==> src/rtl/simple_axi_mst.sv <==
// Single-outstanding AXI4 initiator: one valid/ready request becomes one
// single-beat AXI4 read or write, answered by one response on the resp port.
module simple_axi_mst #(
   parameter int                    AXI_ADDR_W = 64,
   parameter int                    AXI_ID_W   = 8,
   parameter int                    AXI_DATA_W = 64,
   parameter logic [AXI_ID_W-1:0]   AXI_ID     = '0
) (
   input  logic                     clk,
   input  logic                     rst,
   // core-side request
   input  logic                     req_valid,
   output logic                     req_ready,
   input  logic                     req_write,
   input  logic [AXI_ADDR_W-1:0]    req_addr,
   input  logic [2:0]               req_size,
   input  logic [AXI_DATA_W-1:0]    req_wdata,
   input  logic [AXI_DATA_W/8-1:0]  req_wstrb,
   // core-side response
   output logic                     resp_valid,
   input  logic                     resp_ready,
   output logic [AXI_DATA_W-1:0]    resp_rdata,
   output logic                     resp_err,
   // write address channel
   output logic                     slv_awvalid,
   input  logic                     slv_awready,
   output logic [AXI_ADDR_W-1:0]    slv_awaddr,
   output logic [2:0]               slv_awsize,
   output logic [AXI_ID_W-1:0]      slv_awid,
   output logic [7:0]               slv_awlen,
   output logic [1:0]               slv_awburst,
   output logic                     slv_awlock,
   output logic [3:0]               slv_awcache,
   output logic [2:0]               slv_awprot,
   output logic [3:0]               slv_awqos,
   output logic [3:0]               slv_awregion,
   // write data channel
   output logic                     slv_wvalid,
   input  logic                     slv_wready,
   output logic [AXI_DATA_W-1:0]    slv_wdata,
   output logic [AXI_DATA_W/8-1:0]  slv_wstrb,
   output logic                     slv_wlast,
   // write response channel
   input  logic                     slv_bvalid,
   output logic                     slv_bready,
   input  logic [AXI_ID_W-1:0]      slv_bid,
   input  logic [1:0]               slv_bresp,
   // read address channel
   output logic                     slv_arvalid,
   input  logic                     slv_arready,
   output logic [AXI_ADDR_W-1:0]    slv_araddr,
   output logic [2:0]               slv_arsize,
   output logic [AXI_ID_W-1:0]      slv_arid,
   output logic [7:0]               slv_arlen,
   output logic [1:0]               slv_arburst,
   output logic                     slv_arlock,
   output logic [3:0]               slv_arcache,
   output logic [2:0]               slv_arprot,
   output logic [3:0]               slv_arqos,
   output logic [3:0]               slv_arregion,
   // read data channel
   input  logic                     slv_rvalid,
   output logic                     slv_rready,
   input  logic [AXI_ID_W-1:0]      slv_rid,
   input  logic [1:0]               slv_rresp,
   input  logic [AXI_DATA_W-1:0]    slv_rdata,
   input  logic                     slv_rlast
);

   localparam int STRB_W = AXI_DATA_W/8;

   typedef enum logic [2:0] {
      IDLE,
      WR_REQ,
      WR_RESP,
      RD_REQ,
      RD_DATA,
      RESP
   } state_t;

   typedef struct packed {
      logic [AXI_ADDR_W-1:0] addr;
      logic [2:0]            size;
      logic [AXI_DATA_W-1:0] wdata;
      logic [STRB_W-1:0]     wstrb;
   } req_t;

   state_t state, state_nxt;
   req_t   req_q;
   logic   aw_done;   // AW handshake already taken in this write
   logic   w_done;    // W handshake already taken in this write
   logic   rd_more;   // first R beat seen, still draining to rlast

   // IDs are ignored with a single transaction in flight
   logic   unused_ids;
   assign unused_ids = ^{slv_bid, slv_rid};

   // ---------------------------------------------------------------- FSM
   always_ff @(posedge clk or posedge rst) begin
      if (rst) state <= IDLE;
      else     state <= state_nxt;
   end

   // All valids/readies decode from registered state so reset clears them at once
   always_comb begin
      state_nxt   = state;
      req_ready   = 1'b0;
      slv_awvalid = 1'b0;
      slv_wvalid  = 1'b0;
      slv_bready  = 1'b0;
      slv_arvalid = 1'b0;
      slv_rready  = 1'b0;
      resp_valid  = 1'b0;
      case (state)
         IDLE: begin
            req_ready = 1'b1;
            if (req_valid) state_nxt = req_write ? WR_REQ : RD_REQ;
         end
         WR_REQ: begin
            slv_awvalid = !aw_done;
            slv_wvalid  = !w_done;
            if ((aw_done || slv_awready) && (w_done || slv_wready))
               state_nxt = WR_RESP;
         end
         WR_RESP: begin
            slv_bready = 1'b1;
            if (slv_bvalid) state_nxt = RESP;
         end
         RD_REQ: begin
            slv_arvalid = 1'b1;
            if (slv_arready) state_nxt = RD_DATA;
         end
         RD_DATA: begin
            slv_rready = 1'b1;
            if (slv_rvalid && slv_rlast) state_nxt = RESP;
         end
         RESP: begin
            resp_valid = 1'b1;
            if (resp_ready) state_nxt = IDLE;
         end
         default: state_nxt = IDLE;
      endcase
   end

   // ----------------------------------------------------------- datapath
   always_ff @(posedge clk or posedge rst) begin
      if (rst) begin
         req_q      <= '0;
         aw_done    <= 1'b0;
         w_done     <= 1'b0;
         rd_more    <= 1'b0;
         resp_rdata <= '0;
         resp_err   <= 1'b0;
      end else begin
         case (state)
            IDLE: begin
               if (req_valid) begin
                  req_q.addr  <= req_addr;
                  req_q.size  <= req_size;
                  req_q.wdata <= req_wdata;
                  req_q.wstrb <= req_wstrb;
                  aw_done     <= 1'b0;
                  w_done      <= 1'b0;
                  rd_more     <= 1'b0;
               end
            end
            WR_REQ: begin
               if (slv_awready) aw_done <= 1'b1;
               if (slv_wready)  w_done  <= 1'b1;
            end
            WR_RESP: begin
               if (slv_bvalid) begin
                  resp_rdata <= '0;
                  resp_err   <= (slv_bresp != 2'b00);
               end
            end
            RD_DATA: begin
               // Extra beats mean the slave ignored arlen=0: keep beat 0, flag error
               if (slv_rvalid) begin
                  if (!rd_more) begin
                     resp_rdata <= slv_rdata;
                     resp_err   <= (slv_rresp != 2'b00) || !slv_rlast;
                  end else begin
                     resp_err   <= resp_err || (slv_rresp != 2'b00);
                  end
                  rd_more <= !slv_rlast;
               end
            end
            default: ;
         endcase
      end
   end

   // ------------------------------------------------------------ outputs
   assign slv_awaddr   = req_q.addr;
   assign slv_awsize   = req_q.size;
   assign slv_awid     = AXI_ID;
   assign slv_awlen    = 8'd0;
   assign slv_awburst  = 2'b01;
   assign slv_awlock   = 1'b0;
   assign slv_awcache  = 4'b0010;
   assign slv_awprot   = 3'b000;
   assign slv_awqos    = 4'd0;
   assign slv_awregion = 4'd0;

   assign slv_wdata    = req_q.wdata;
   assign slv_wstrb    = req_q.wstrb;
   assign slv_wlast    = 1'b1;

   assign slv_araddr   = req_q.addr;
   assign slv_arsize   = req_q.size;
   assign slv_arid     = AXI_ID;
   assign slv_arlen    = 8'd0;
   assign slv_arburst  = 2'b01;
   assign slv_arlock   = 1'b0;
   assign slv_arcache  = 4'b0010;
   assign slv_arprot   = 3'b000;
   assign slv_arqos    = 4'd0;
   assign slv_arregion = 4'd0;

endmodule

==> config.mk <==
export PLATFORM = sky130hd
export DESIGN_NAME = simple_axi_mst
export DESIGN_NICKNAME = d
export VERILOG_FILES = /design/src/rtl/simple_axi_mst.sv
export SDC_FILE = /design/constraint.sdc
export NUM_CORES = 1
export LEC_CHECK = 0
export ABC_AREA = 1
export CAP_MARGIN = 25
export CORE_AREA = 2 2 229 231
export DETAILED_ROUTE_END_ITERATION = 16
export DIE_AREA = 0 0 231 233
export GPL_TIMING_DRIVEN = 0
export SETUP_SLACK_MARGIN = 0.15
export SYNTH_ARGS = -nofsm -noshare
export SYNTH_HDL_FRONTEND = slang
export SYNTH_SLANG_ARGS = --single-unit
export TNS_END_PERCENT = 20
==> constraint.sdc <==
create_clock -name clk -period 12.2 [get_ports clk]
set_input_delay 1.22 -clock clk [delete_from_list [all_inputs] [get_ports clk]]
set_output_delay 1.22 -clock clk [all_outputs]
set_load 0.005 [all_outputs]
==> results summary <==
The run finished with clean final reports. The worst clock skew on the final layout is ~0.0076 ns. The summed area of non-filler cells in the final layout came out at 16,300 um^2. The final count of pins violating max slew came to 0. TritonCTS built the clock tree.

The share of total power consumed by net switching is 0.337. The normalized max-slew margin is 0.510. The ratio of final minimum period to clock period is 0.285. Averaged over all synthesized cells, the footprint is approximately 8.5 um^2.

The half-perimeter wire length after detailed placement came out at 27,500 um. The post-synthesis register bit count came out at 210. The I/O pin total is about 580.

Traced cell by cell, the critical path runs through nor2_2, nand2_2, inv_2, buf_2, clkdlybuf4s50_1. The internal power of the cells totals about 2.6 mW. The slowest stage of the critical path belongs to the cell sky130_fd_sc_hd__clkdlybuf4s50_1. The number of antenna violations at the first check in global routing is 0.

The layout overhead on the synthesized area came out at 73.6%. In this run the number of H-tree levels came out at 1. The number of DRC markers in iteration 0 is 343. Subtracting the final worst setup slack from the clock period gives approximately 3.5 ns.

The share of total power dissipated in the clock network is 0.190. The number of search-and-repair iterations in the first detailed-routing pass is 4. The commonest cells after synthesis are sky130_fd_sc_hd__nand2_1, sky130_fd_sc_hd__dfrtp_1, sky130_fd_sc_hd__buf_4. In this design, the stage delay of the slowest critical-path cell is slightly below 0.6 ns. The number of synthesized flops with an enable pin is 0. Once detail routing completed, the nets flagged for antenna violations numbered 0. The maximum clock rate came out at 0.287 GHz.

By startpoint and endpoint, the worst setup path is classified as reg2out. The synthesized netlist occupies a cell area of about 9400 um^2. The via-per-instance ratio came out at 3.73. In this run the tool buffered the top-level ports with around 500 buffer cells. Of the post-synthesis cell area, the dominant cell type holds 0.559. The top flip-flop cell by instance count after synthesis is sky130_fd_sc_hd__dfrtp_1.

The total of cells resized after clock tree synthesis is 0. The final total power came out at 3.92 mW. The slew at the pin closest to its max-slew limit is between 0.7 and 0.8 ns. The overall via count from detail_route is ~9,000. The source-to-sink clock delay at the later pin of the worst-skew pair is ~0.53 ns. The first-pass GRT wire length came out at 51,800 um. Together, buffers and inverters on the worst path number 3.

The final count of negative-setup-slack endpoints is 0. The yosys synthesis warning count is 0. sky130_fd_sc_hd__dfrtp_1 takes more of the synthesized area than any other cell.

The count of mapped cells out of synthesis is approximately 1,100. The largest buffer count on any clock path came out at 3. The initial utilization of the core area, before any placement, comes to 0.184. The number of global-route vias before repair is approximately 8,700. The switching power total is ~1.3 mW. Data on the critical path arrives at its endpoint at 2.26 ns. In the final layout, the share of cells above drive strength 1 is 0.140.

Of the total power, registers draw 0.317. CTS placed an instance of sky130_fd_sc_hd__clkbuf_16 at the clock tree root. The total overflow reported by the global router came out at 0. In this design, the largest share of critical-path delay is due to buffers and inverters. The setup slack at placement is ~9 ns. In this run, post-CTS hold repair placed 0 buffers.

The die is 231 um wide. The most common cell in the synthesized netlist is sky130_fd_sc_hd__nand2_1. The minimum setup slack in the final design came out at between 8 and 9 ns.

The core footprint is approximately 51,000 um^2. The sum of negative setup slack came out at 0 ns. The leakage component of the power came out at between 7 and 8 nW. The number of library cell types mapped by synthesis came out at 22.

The maximum number of pins on one net before global-route repair is around 120. The detailed-route DRC error count came out at 0. The clock transition time at the flip-flop clock pins of the worst setup and hold paths came out at 0.06 ns. After detailed routing, the total wire length is between 30,000 and 40,000 um.

The final layout net count came out at approximately 1,900. The area of the die is around 54,000 um^2. The cell area power density came out at 240 nW/um^2. The worst setup path is captured at an output port.

After synthesis, the share of flip-flops with an asynchronous set or reset is 1.00. The weighted congestion at the end of routability-driven global placement is between 0.8 and 0.9. The number of maximum-capacitance constraint violations came out at 0. 0 antenna diodes ended up in the layout. The share of the Yosys chip area taken by registers is 0.559. In the global route stage, overall resource usage came out at 0.124. In this run the worst hold path is classified as reg2reg. Buffers inserted during clock tree synthesis total 25. The final hold violation count came out at 0.

Clock tree synthesis found a total of 210 sinks. Setup repair after global routing left no endpoint under its margin. The area of placed instances is 15,500 um^2. The sort of element at the start of the critical path is a flip-flop. The biggest fanout along the worst timing path came out at 10. STA puts the critical path data required time at 10.98 ns.

The fraction of power consumed by combinational cells came out at 0.492. The peak supply drop came out at just over 0.0001 V. By area the synthesized netlist is led by sky130_fd_sc_hd__dfrtp_1, sky130_fd_sc_hd__nand2_1, sky130_fd_sc_hd__buf_4. The number of rows in the core area is 83.

The number of post-CTS setup repair buffers came out at 0. The final routed wire length divided by cell count came out at approximately 15 um. In this run the vertical extent of the chip is 233 um.
-- cell families (layout without fill, tap and decap cells) --
kind of cell | count (synthesis) | after routing | share of synthesized area
and+or+nand+nor | 606 | 606 | 0.246
DFF | 210 | 210 | 0.559
buffers and inverters | 209 | 750 | 0.154
AOI/OAI and AO/OA | 74 | 74 | 0.0400
other | 2 | 69 | 0.000799
-- power by group through the flow --
stage	clock [mW]	sequential [mW]	combinational, mW
2_1_floorplan	0	1.24	0.764
3_3_place_gp	0	1.24	1.94
3_5_place_dp	0	1.25	1.96
4_1_cts	0.773	1.25	1.97
5_1_grt	0.806	1.29	2.12
6_report	0.747	1.25	1.93
-- worst paths after layout --
kind / from / endpoint / slack, ns / depth (start not counted)
max in group asynchronous: rst / slv_wstrb[6]$_DFFE_PP0P_ / 9.92 / 3
min: slv_wdata[38]$_DFFE_PP0P_ / slv_wdata[38]$_DFFE_PP0P_ / 0.48 / 2
min in group asynchronous: rst / resp_rdata[25]$_DFFE_PP0P_ / 1.19 / 2
max: state[1]$_DFFE_PP0P_ / slv_rready / 8.72 / 5
min reg2reg: slv_wdata[38]$_DFFE_PP0P_ / slv_wdata[38]$_DFFE_PP0P_ / 0.48 / 2
max reg2reg: state[1]$_DFFE_PP0P_ / slv_wdata[31]$_DFFE_PP0P_ / 10.27 / 8
-- sequential cells by signal (all words and copies together) (netlist names) --
name        flops
w_done          1
aw_done         1
rd_more         1
slv_araddr     64
resp_err        1
slv_wdata      64
slv_wstrb       8
resp_rdata     64
slv_arsize      3
state           3
-- cell usage in the layout (no fill, tap or decap), drive strengths merged --
| cell | netlist | final |
|---|---|---|
| nand3 | 10 | 10 |
| o21ai | 71 | 71 |
| clkinvlp | 0 | 1 |
| nor2 | 22 | 22 |
| conb | 2 | 69 |
| o22ai | 2 | 2 |
| clkdlybuf4s50 | 0 | 495 |
| inv | 20 | 20 |
| a21oi | 1 | 1 |
| dfrtp | 210 | 210 |
| clkbuf | 6 | 41 |
| nand2 | 572 | 572 |
| nand4 | 2 | 2 |
| clkinv | 0 | 8 |
| buf | 183 | 184 |
| bufinv | 0 | 1 |
-- metal layers --
| layer | up-vias | share of wire | track usage |
|---|---|---|---|
| met5 | - | 0 | 0 |
| met4 | 0 | 0.029 | 0.0438 |
| met3 | 55 | 0.070 | 0.0240 |
| met2 | 344 | 0.51 | 0.220 |
| met1 | 4161 | 0.39 | 0.147 |
| li1 | 4343 | - | - |
-- worst register-to-register path, stage by stage, from the launching register on --
cell	delay (ns)
sky130_fd_sc_hd__dfrtp_1	0.46
sky130_fd_sc_hd__nor2_2	0.09
sky130_fd_sc_hd__nand2_1	0.12
sky130_fd_sc_hd__inv_2	0.06
sky130_fd_sc_hd__nand2_2	0.14
sky130_fd_sc_hd__buf_2	0.39
sky130_fd_sc_hd__buf_2	0.42
sky130_fd_sc_hd__nand2_1	0.10
sky130_fd_sc_hd__nand2_1	0.08
-- cell type report --
cell class                 instances  area, um^2
fill                            5349       34800
tap                              680         851
buffer                           189        1380
inverter                          20        82.6
clock inverter                    10        81.3
multi-input combinational        749        2950
sequential                       210        5260
clock buffer                      35         743
timing repair buffer             496        4980
-- metrics by stage --
step	cells	hold WS, ns	utilization
CTS	2389	0.482	0.319
finish	2389	0.479	0.319
floorplan	1168	0.472	-
global route	2389	0.499	0.319
global placement	2343	0.463	0.303
detailed placement	2344	0.465	0.303
Note: power is estimated with default switching activity, not from simulation.
